[config.mk]
export PLATFORM = sky130hd
export DESIGN_NAME = grey_sobel_edge
export DESIGN_NICKNAME = d
export VERILOG_FILES = /design/src/rtl/grey_pkg.sv /design/src/rtl/grey_line_buffer.sv /design/src/rtl/grey_sobel_edge.sv
export SDC_FILE = /design/constraint.sdc
export NUM_CORES = 1
export LEC_CHECK = 0
export ABC_CLOCK_PERIOD_IN_PS = 8300
export BUFFER_PORTS_ARGS = -buffer_cell sky130_fd_sc_hd__buf_2
export CAP_MARGIN = 30
export CORE_ASPECT_RATIO = 0.75
export CORE_UTILIZATION = 60
export CTS_BUF_LIST = sky130_fd_sc_hd__clkbuf_8
export DETAILED_ROUTE_END_ITERATION = 10
export PLACE_DENSITY = 0.76
export SYNTH_ARGS = -nofsm -noshare
export SYNTH_HDL_FRONTEND = slang
export SYNTH_SLANG_ARGS = --single-unit
export TNS_END_PERCENT = 30
[constraint.sdc]
create_clock -name iclk -period 8.3 [get_ports iclk]
set_input_delay 0.415 -clock iclk [delete_from_list [all_inputs] [get_ports iclk]]
set_output_delay 0.415 -clock iclk [all_outputs]
set_load 0.005 [all_outputs]
[src/rtl/grey_pkg.sv]
// Shared widths and helpers for the grey-pixel processing chain.
// The default grey width matches the upstream greyscale converter.
package grey_pkg;

    localparam int GREY_W = 12;
    localparam int GRAD_W = GREY_W + 3;
    localparam logic [GREY_W-1:0] GREY_MAX = '1;

    // Returns the number of bits needed to index `value` entries, never less than 1.
    function automatic int clog2(input int value);
        int w = 1;
        while ((1 << w) < value) w++;
        return w;
    endfunction

endpackage

[src/rtl/grey_line_buffer.sv]
// Two-line pixel store, one entry per column: the upper half holds row r-2
// and the lower half holds row r-1. Reads are combinational so a write on the same edge sees old data.
module grey_line_buffer
    import grey_pkg::*;
#(
    parameter int WIDTH = 2 * GREY_W,
    parameter int DEPTH = 32,
    localparam int AW   = clog2(DEPTH)
) (
    input  logic             iclk,
    input  logic             iwe,
    input  logic [AW-1:0]    iaddr,
    input  logic [WIDTH-1:0] iwdata,
    output logic [WIDTH-1:0] ordata
);

    logic [WIDTH-1:0] mem_q [DEPTH];

    assign ordata = mem_q[iaddr];

    // NOTE: storage arrays get no reset; row gating upstream keeps stale contents from ever reaching an output.
    always_ff @(posedge iclk) begin
        if (iwe) mem_q[iaddr] <= iwdata;
    end

endmodule

[src/rtl/grey_sobel_edge.sv]
// 3x3 Sobel gradient magnitude over the registered grey stream, emitting the
// saturated |Gx|+|Gy|, a threshold flag and the window-centre coordinates.
module grey_sobel_edge
    import grey_pkg::*;
#(
    parameter int num_rows      = 32,
    parameter int num_cols      = 32,
    parameter int num_bits_grey = GREY_W
) (
    input  logic                         iclk,
    input  logic                         irst_n,
    input  logic [num_bits_grey-1:0]     igrey,
    input  logic                         id_val,
    input  logic                         if_val,
    input  logic [num_bits_grey-1:0]     ithreshold,
    output logic [num_bits_grey-1:0]     omag,
    output logic                         oedge,
    output logic [clog2(num_cols)-1:0]   ox_pos,
    output logic [clog2(num_rows)-1:0]   oy_pos,
    output logic                         oVAL
);

    localparam int CW = clog2(num_cols);
    localparam int RW = clog2(num_rows);
    localparam int GW = num_bits_grey;
    localparam int SW = GW + 2;
    localparam int DW = GW + GRAD_W - GREY_W;
    localparam logic [CW-1:0] LAST_COL = CW'(num_cols - 1);
    localparam logic [RW-1:0] LAST_ROW = RW'(num_rows - 1);
    localparam logic [DW-1:0] MAG_MAX  = DW'((1 << GW) - 1);

    function automatic logic [SW-1:0] tap_sum(input logic [GW-1:0] a, b, c);
        return SW'(a) + (SW'(b) << 1) + SW'(c);
    endfunction

    logic                 fv_q, fv_d, done_q, done_d;
    logic [CW-1:0]        col_q, col_d, cur_col;
    logic [RW-1:0]        row_q, row_d, cur_row;
    logic                 frame_start, cur_done, accept;
    logic [GW-1:0]        win_q [3][3];
    logic [GW-1:0]        win_d [3][3];
    logic [2*GW-1:0]      lb_rdata;
    logic                 s1_val_q, s1_val_d, s2_val_q, s2_val_d, oval_q, oval_d;
    logic [CW-1:0]        s1_x_q, s1_x_d, s2_x_q, s2_x_d, ox_q, ox_d;
    logic [RW-1:0]        s1_y_q, s1_y_d, s2_y_q, s2_y_d, oy_q, oy_d;
    logic signed [DW-1:0] gx_q, gx_d, gy_q, gy_d;
    logic [SW-1:0]        sum_gx_pos, sum_gx_neg, sum_gy_pos, sum_gy_neg;
    logic [DW-1:0]        abs_x, abs_y, mag;
    logic [GW-1:0]        sat, omag_q, omag_d;
    logic                 oedge_q, oedge_d;

    grey_line_buffer #(.WIDTH(2 * GW), .DEPTH(num_cols)) u_line_buffer (
        .iclk   (iclk),
        .iwe    (accept),
        .iaddr  (cur_col),
        .iwdata ({lb_rdata[GW-1:0], igrey}),
        .ordata (lb_rdata)
    );

    // NOTE: every signal driven here gets a value before any branch, so no latch can be inferred.
    always_comb begin
        // A rising frame-valid restarts at (0,0) even if the counters have not cleared yet.
        frame_start = if_val & ~fv_q;
        cur_col     = frame_start ? '0 : col_q;
        cur_row     = frame_start ? '0 : row_q;
        cur_done    = frame_start ? 1'b0 : done_q;
        accept      = if_val & id_val & ~cur_done;

        fv_d   = if_val;
        col_d  = cur_col;
        row_d  = cur_row;
        done_d = cur_done;
        win_d  = win_q;
        if (!if_val) begin
            col_d  = '0;
            row_d  = '0;
            done_d = 1'b0;
        end else if (accept) begin
            if (cur_col == LAST_COL) begin
                col_d = '0;
                if (cur_row == LAST_ROW) done_d = 1'b1;
                else                     row_d  = cur_row + RW'(1);
            end else begin
                col_d = cur_col + CW'(1);
            end
            for (int r = 0; r < 3; r++) begin
                win_d[r][0] = win_q[r][1];
                win_d[r][1] = win_q[r][2];
            end
            win_d[0][2] = lb_rdata[2*GW-1:GW];
            win_d[1][2] = lb_rdata[GW-1:0];
            win_d[2][2] = igrey;
        end

        s1_val_d = accept && (cur_row >= RW'(2)) && (cur_col >= CW'(2));
        s1_x_d   = s1_val_d ? cur_col - CW'(1) : s1_x_q;
        s1_y_d   = s1_val_d ? cur_row - RW'(1) : s1_y_q;

        sum_gx_pos = tap_sum(win_q[0][2], win_q[1][2], win_q[2][2]);
        sum_gx_neg = tap_sum(win_q[0][0], win_q[1][0], win_q[2][0]);
        sum_gy_pos = tap_sum(win_q[2][0], win_q[2][1], win_q[2][2]);
        sum_gy_neg = tap_sum(win_q[0][0], win_q[0][1], win_q[0][2]);
        s2_val_d   = s1_val_q;
        gx_d = s1_val_q ? $signed({1'b0, sum_gx_pos}) - $signed({1'b0, sum_gx_neg}) : gx_q;
        gy_d = s1_val_q ? $signed({1'b0, sum_gy_pos}) - $signed({1'b0, sum_gy_neg}) : gy_q;
        s2_x_d = s1_val_q ? s1_x_q : s2_x_q;
        s2_y_d = s1_val_q ? s1_y_q : s2_y_q;

        abs_x   = gx_q[DW-1] ? $unsigned(-gx_q) : $unsigned(gx_q);
        abs_y   = gy_q[DW-1] ? $unsigned(-gy_q) : $unsigned(gy_q);
        mag     = abs_x + abs_y;
        sat     = (mag > MAG_MAX) ? MAG_MAX[GW-1:0] : mag[GW-1:0];
        oval_d  = s2_val_q;
        omag_d  = s2_val_q ? sat : omag_q;
        oedge_d = s2_val_q ? (sat >= ithreshold) : oedge_q;
        ox_d    = s2_val_q ? s2_x_q : ox_q;
        oy_d    = s2_val_q ? s2_y_q : oy_q;
    end

    // NOTE: state registers use non-blocking assignments so every flop samples pre-edge values.
    always_ff @(posedge iclk or negedge irst_n) begin
        if (!irst_n) begin
            fv_q     <= 1'b0;
            done_q   <= 1'b0;
            col_q    <= '0;
            row_q    <= '0;
            win_q    <= '{default: '0};
            s1_val_q <= 1'b0;
            s1_x_q   <= '0;
            s1_y_q   <= '0;
            s2_val_q <= 1'b0;
            s2_x_q   <= '0;
            s2_y_q   <= '0;
            gx_q     <= '0;
            gy_q     <= '0;
            oval_q   <= 1'b0;
            omag_q   <= '0;
            oedge_q  <= 1'b0;
            ox_q     <= '0;
            oy_q     <= '0;
        end else begin
            fv_q     <= fv_d;
            done_q   <= done_d;
            col_q    <= col_d;
            row_q    <= row_d;
            win_q    <= win_d;
            s1_val_q <= s1_val_d;
            s1_x_q   <= s1_x_d;
            s1_y_q   <= s1_y_d;
            s2_val_q <= s2_val_d;
            s2_x_q   <= s2_x_d;
            s2_y_q   <= s2_y_d;
            gx_q     <= gx_d;
            gy_q     <= gy_d;
            oval_q   <= oval_d;
            omag_q   <= omag_d;
            oedge_q  <= oedge_d;
            ox_q     <= ox_d;
            oy_q     <= oy_d;
        end
    end

    assign omag   = omag_q;
    assign oedge  = oedge_q;
    assign ox_pos = ox_q;
    assign oy_pos = oy_q;
    assign oVAL   = oval_q;

endmodule

==> impl_summary.log <==
[metrics] multi-input combinational cell area: 0.0134 mm^2
[metrics] footprint of the flip-flops and latches: 0.0280 mm^2
[metrics] drt wl/cell: 25.2 um
[metrics] Horiz. Die Dim: 309 um
[metrics] Slew Limit Headroom: 31.4%
[metrics] type of destination of the critical path: flop
[metrics] critical path launch point: gy_q[0]
[metrics] Worst Path Max Fanout: 24
[metrics] arrival time reported for the critical path endpoint: 6340 ps
[metrics] TritonCTS clock tree: done
[metrics] complex-gate fraction of the synthesized area: 9.86%
[metrics] detailed-route via count: 27926
[metrics] number of pins exceeding their max-slew limit in the final report: 0
[metrics] maximum capacitance violations: 0
[metrics] Vias/cell: 6.36
[metrics] predominant post-synthesis flop cell: edfxtp_1
[metrics] most common cell after layout, fill and taps aside: edfxtp_1
[metrics] path category of the worst min-delay check: in -> reg
[metrics] pin count of the biggest net entering global routing: 142
[metrics] worst-case setup margin in the final layout: 2640 ps
[metrics] final std cells w/o fill: 4393
[metrics] final total power: 13000 uW
[metrics] Synthesized Nets: 3419
[metrics] initial antenna violation count: 4
[metrics] detailed-router iteration count before antenna repair: 8
[metrics] number of global-route vias before repair: 27257
[metrics] initial detailed-routing violation count: 3817
[metrics] xor/xnor cell area share of the yosys netlist: 1.24%
[metrics] Port-buffer cells: 51
[metrics] filler instances: 4864
[metrics] maximum count of clock buffers along a single path: 3
[metrics] die footprint: 0.0719 mm^2
[metrics] beginning of the worst register-to-register path: gy_q[0]
[metrics] first-pass GRT wire length: 166000 um
[metrics] worst clock skew: 37.8 ps
[metrics] setup repair after global routing missed its margin: no
[metrics] static power due to leakage: 0.0177 uW
[metrics] share of flip-flops with an asynchronous set or reset after synthesis: 20.3%
[metrics] distinct cell type count after synthesis: 64
[metrics] core footprint: 0.0701 mm^2
[metrics] number of nets with antenna violations after detailed routing: 0
[metrics] share of synthesized area spent on multiplexers: 3.33%
[metrics] GRT Util Overall: 31.5%
[metrics] half-perimeter wire length of the detailed placement result: 67100 um
[metrics] Post-Syn Area per Cell: 13.2 um^2
[metrics] hold violation total from the final report: 0
[metrics] WL final: 111000 um
[metrics] main combinational cell family by area after synthesis: simple AND/OR/NAND/NOR gates
[metrics] path type of the worst setup path: reg -> reg
[metrics] starting utilization of the core area: 60.6%
[metrics] Clk Latency, worst-skew pair: 830 ps
[metrics] share of the yosys chip area belonging to registers: 65.8%
[metrics] launch point of the worst hold path: ithreshold[10]
[metrics] total DRC errors in the routed layout: 0
[metrics] Max Freq: 0.177 GHz
[metrics] required time at the endpoint of the critical path: 8980 ps
[metrics] number of warnings printed during yosys synthesis: 0
[metrics] Max IR drop VDD: 310 uV
[metrics] Cell Pwr Density: 277 mW/mm^2
[metrics] arithmetic-cell share of the synthesized area counting full adders, half adders and majority gates: 6.51%
[metrics] share of synthesized cell area in and, or, nand and nor gates: 10.3%
[metrics] number of enable flip-flop cells after synthesis: 768
[metrics] number of top-level pins: 52
[metrics] layout overhead on the synthesized area: 10.3%
[metrics] type of origin of the critical path: flop
[metrics] cell total after placement: 4128
[metrics] post-route clock period utilization: 68.2%
[metrics] cell count after synthesis: 3227
[metrics] Worst Max-Slew Pin Slew: 1030 ps
[metrics] Root Buffer Master: clkbuf_8
[metrics] worst setup slack after placement: 2720 ps
[metrics] site row count: 84
[metrics] CTS H-Tree Depth: 4
[metrics] clock edge transition at the registers on the reported setup and hold paths: 70 ps
[metrics] sinks on the clock net: 964
[metrics] Setup TNS: 0 ps
[metrics] post-synthesis instance area: 0.0425 mm^2
[metrics] most used cells in the layout excluding fill and tap cells: 768 x edfxtp_1, 604 x nand2_1, 196 x inv_1, 194 x dfrtp_1, 157 x clkbuf_8
[metrics] Final nets: 3527
[metrics] grt total ovfl: 0
[metrics] CTS Buf Count: 146
[metrics] Die H: 232 um
[metrics] layout cells sized above 1: 12.8%
[metrics] number of flip-flops and latches in the synthesized netlist: 964
[metrics] shortest clock period the worst path allows after layout: 5660 ps
[metrics] setup violation total in the final timing report: 0
[metrics] RD Place Congestion: 0.866
[metrics] status: complete, no violations
-- flip-flops by register name, indices dropped and copies added, names as in the netlist, 12 cells and up --
name                 count
u_line_buffer.mem_q    768
win_q                  108
gx_q                    15
gy_q                    15
omag                    12
-- metal layers --
| layer | up-vias | global-route usage (%) | wire [um] |
|---|---|---|---|
| li1 | 12069 | - | - |
| met1 | 13733 | 46.0 | 44200 |
| met2 | 1832 | 45.0 | 47800 |
| met3 | 290 | 8.98 | 14900 |
| met4 | 2 | 12.1 | 3730 |
| met5 | - | 0 | 13 |
-- cell type report --
class / count / share of cell area, %
sequential: 964 / 59.7
multi-input combinational: 1937 / 28.6
clock buffer: 156 / 4.58
tap: 946 / 2.53
timing repair buffer: 142 / 2.26
inverter: 144 / 1.17
clock inverter: 103 / 1.11
antenna: 1 / 0.00534
-- path summary, 6_finish.rpt --
| check | slack, ps | end | cells after the start |
|---|---|---|---|
| min in group asynchronous | 230 | oedge | 2 |
| worst max register to register | 2640 | oedge | 22 |
| max in group asynchronous | 6590 | win_q[106] | 3 |
| worst min register to register | 470 | win_q[64] | 2 |
| worst min-delay path | 110 | oedge | 5 |
| worst max-delay path | 2640 | oedge | 22 |
-- report_power, final --
group          switching [uW]  internal (uW)
clock network            1820           1830
registers                 124           5360
logic                    2270           1560
total                    4210           8740
-- worst max-delay path, cell delays in order (launching register included) --
cell and delay (ps):
dfrtp_1 410, inv_1 100, ha_1 160, or3b_2 500, or4_4 540, nand2_1 100
xnor2_1 140, ha_1 290, a41oi_1 230, o21ai_0 140, a21oi_1 210, o21ai_0 130
xor2_1 170, nor2_2 720, and3_1 260, ha_1 220, nand2b_1 150, a21o_1 180
a21o_1 180, a211oi_1 200, o21ai_0 110, a221oi_1 270, o21ai_0 120
-- metrics by stage --
step	hold slack (ps)	cell area [um^2]	util, %
global route	135	46800	66.8
CTS	50.6	46800	66.8
floorplan	119	42500	-
global placement	450	44000	62.7
finish	113	46800	66.8
detailed placement	454	44100	62.9
-- cells in the mapped netlist, drive strengths merged (3+ instances only) --
cell / n / area (um^2)
a2111oi: 6 / 52.6
o22a: 3 / 26.3
o21a: 5 / 37.5
o31ai: 11 / 82.6
a21oi: 59 / 295
mux4: 15 / 338
a221oi: 5 / 43.8
nand2b: 11 / 68.8
a311oi: 13 / 114
a32o: 4 / 40.0
o21bai: 4 / 30.0
mux2: 54 / 608
mux2i: 47 / 470
nor2: 96 / 363
a41oi: 14 / 123
inv: 142 / 533
a21o: 19 / 143
buf: 41 / 176
ha: 69 / 863
clkbuf: 141 / 529
o221ai: 35 / 307
o41ai: 3 / 26.3
or4: 6 / 52.6
o22ai: 27 / 169
a22oi: 34 / 255
nand3: 56 / 280
nand2: 607 / 2280
nand4: 18 / 113
fa: 95 / 1900
o211ai: 5 / 37.5
a211oi: 139 / 1040
edfxtp: 768 / 23100
o21ai: 85 / 425
nand3b: 3 / 22.5
nor4b: 3 / 41.3
dfrtp: 196 / 4900
nor2b: 119 / 744
nor3: 21 / 105
xnor2: 47 / 412
a22o: 8 / 70.1
a31oi: 123 / 769
or2: 4 / 25.0
and3: 23 / 144
and2: 7 / 43.8
xor2: 13 / 114
-- repair_timing --
action,4_1_cts,5_1_grt
setup buffers,0,0
hold buffers,4,0
hold endpoints to repair,101,0
gates resized for setup,0,0
-- cells by family (layout without fill, tap and decap cells) --
family / after synthesis / in the layout
other cells: 0 / 1
simple gates: 984 / 984
compound gates: 613 / 613
flops: 964 / 964
xor+xnor: 60 / 60
mux: 116 / 116
fa+ha+maj: 164 / 164
buf+inv: 326 / 545
Power figures use the tool's default switching activity.
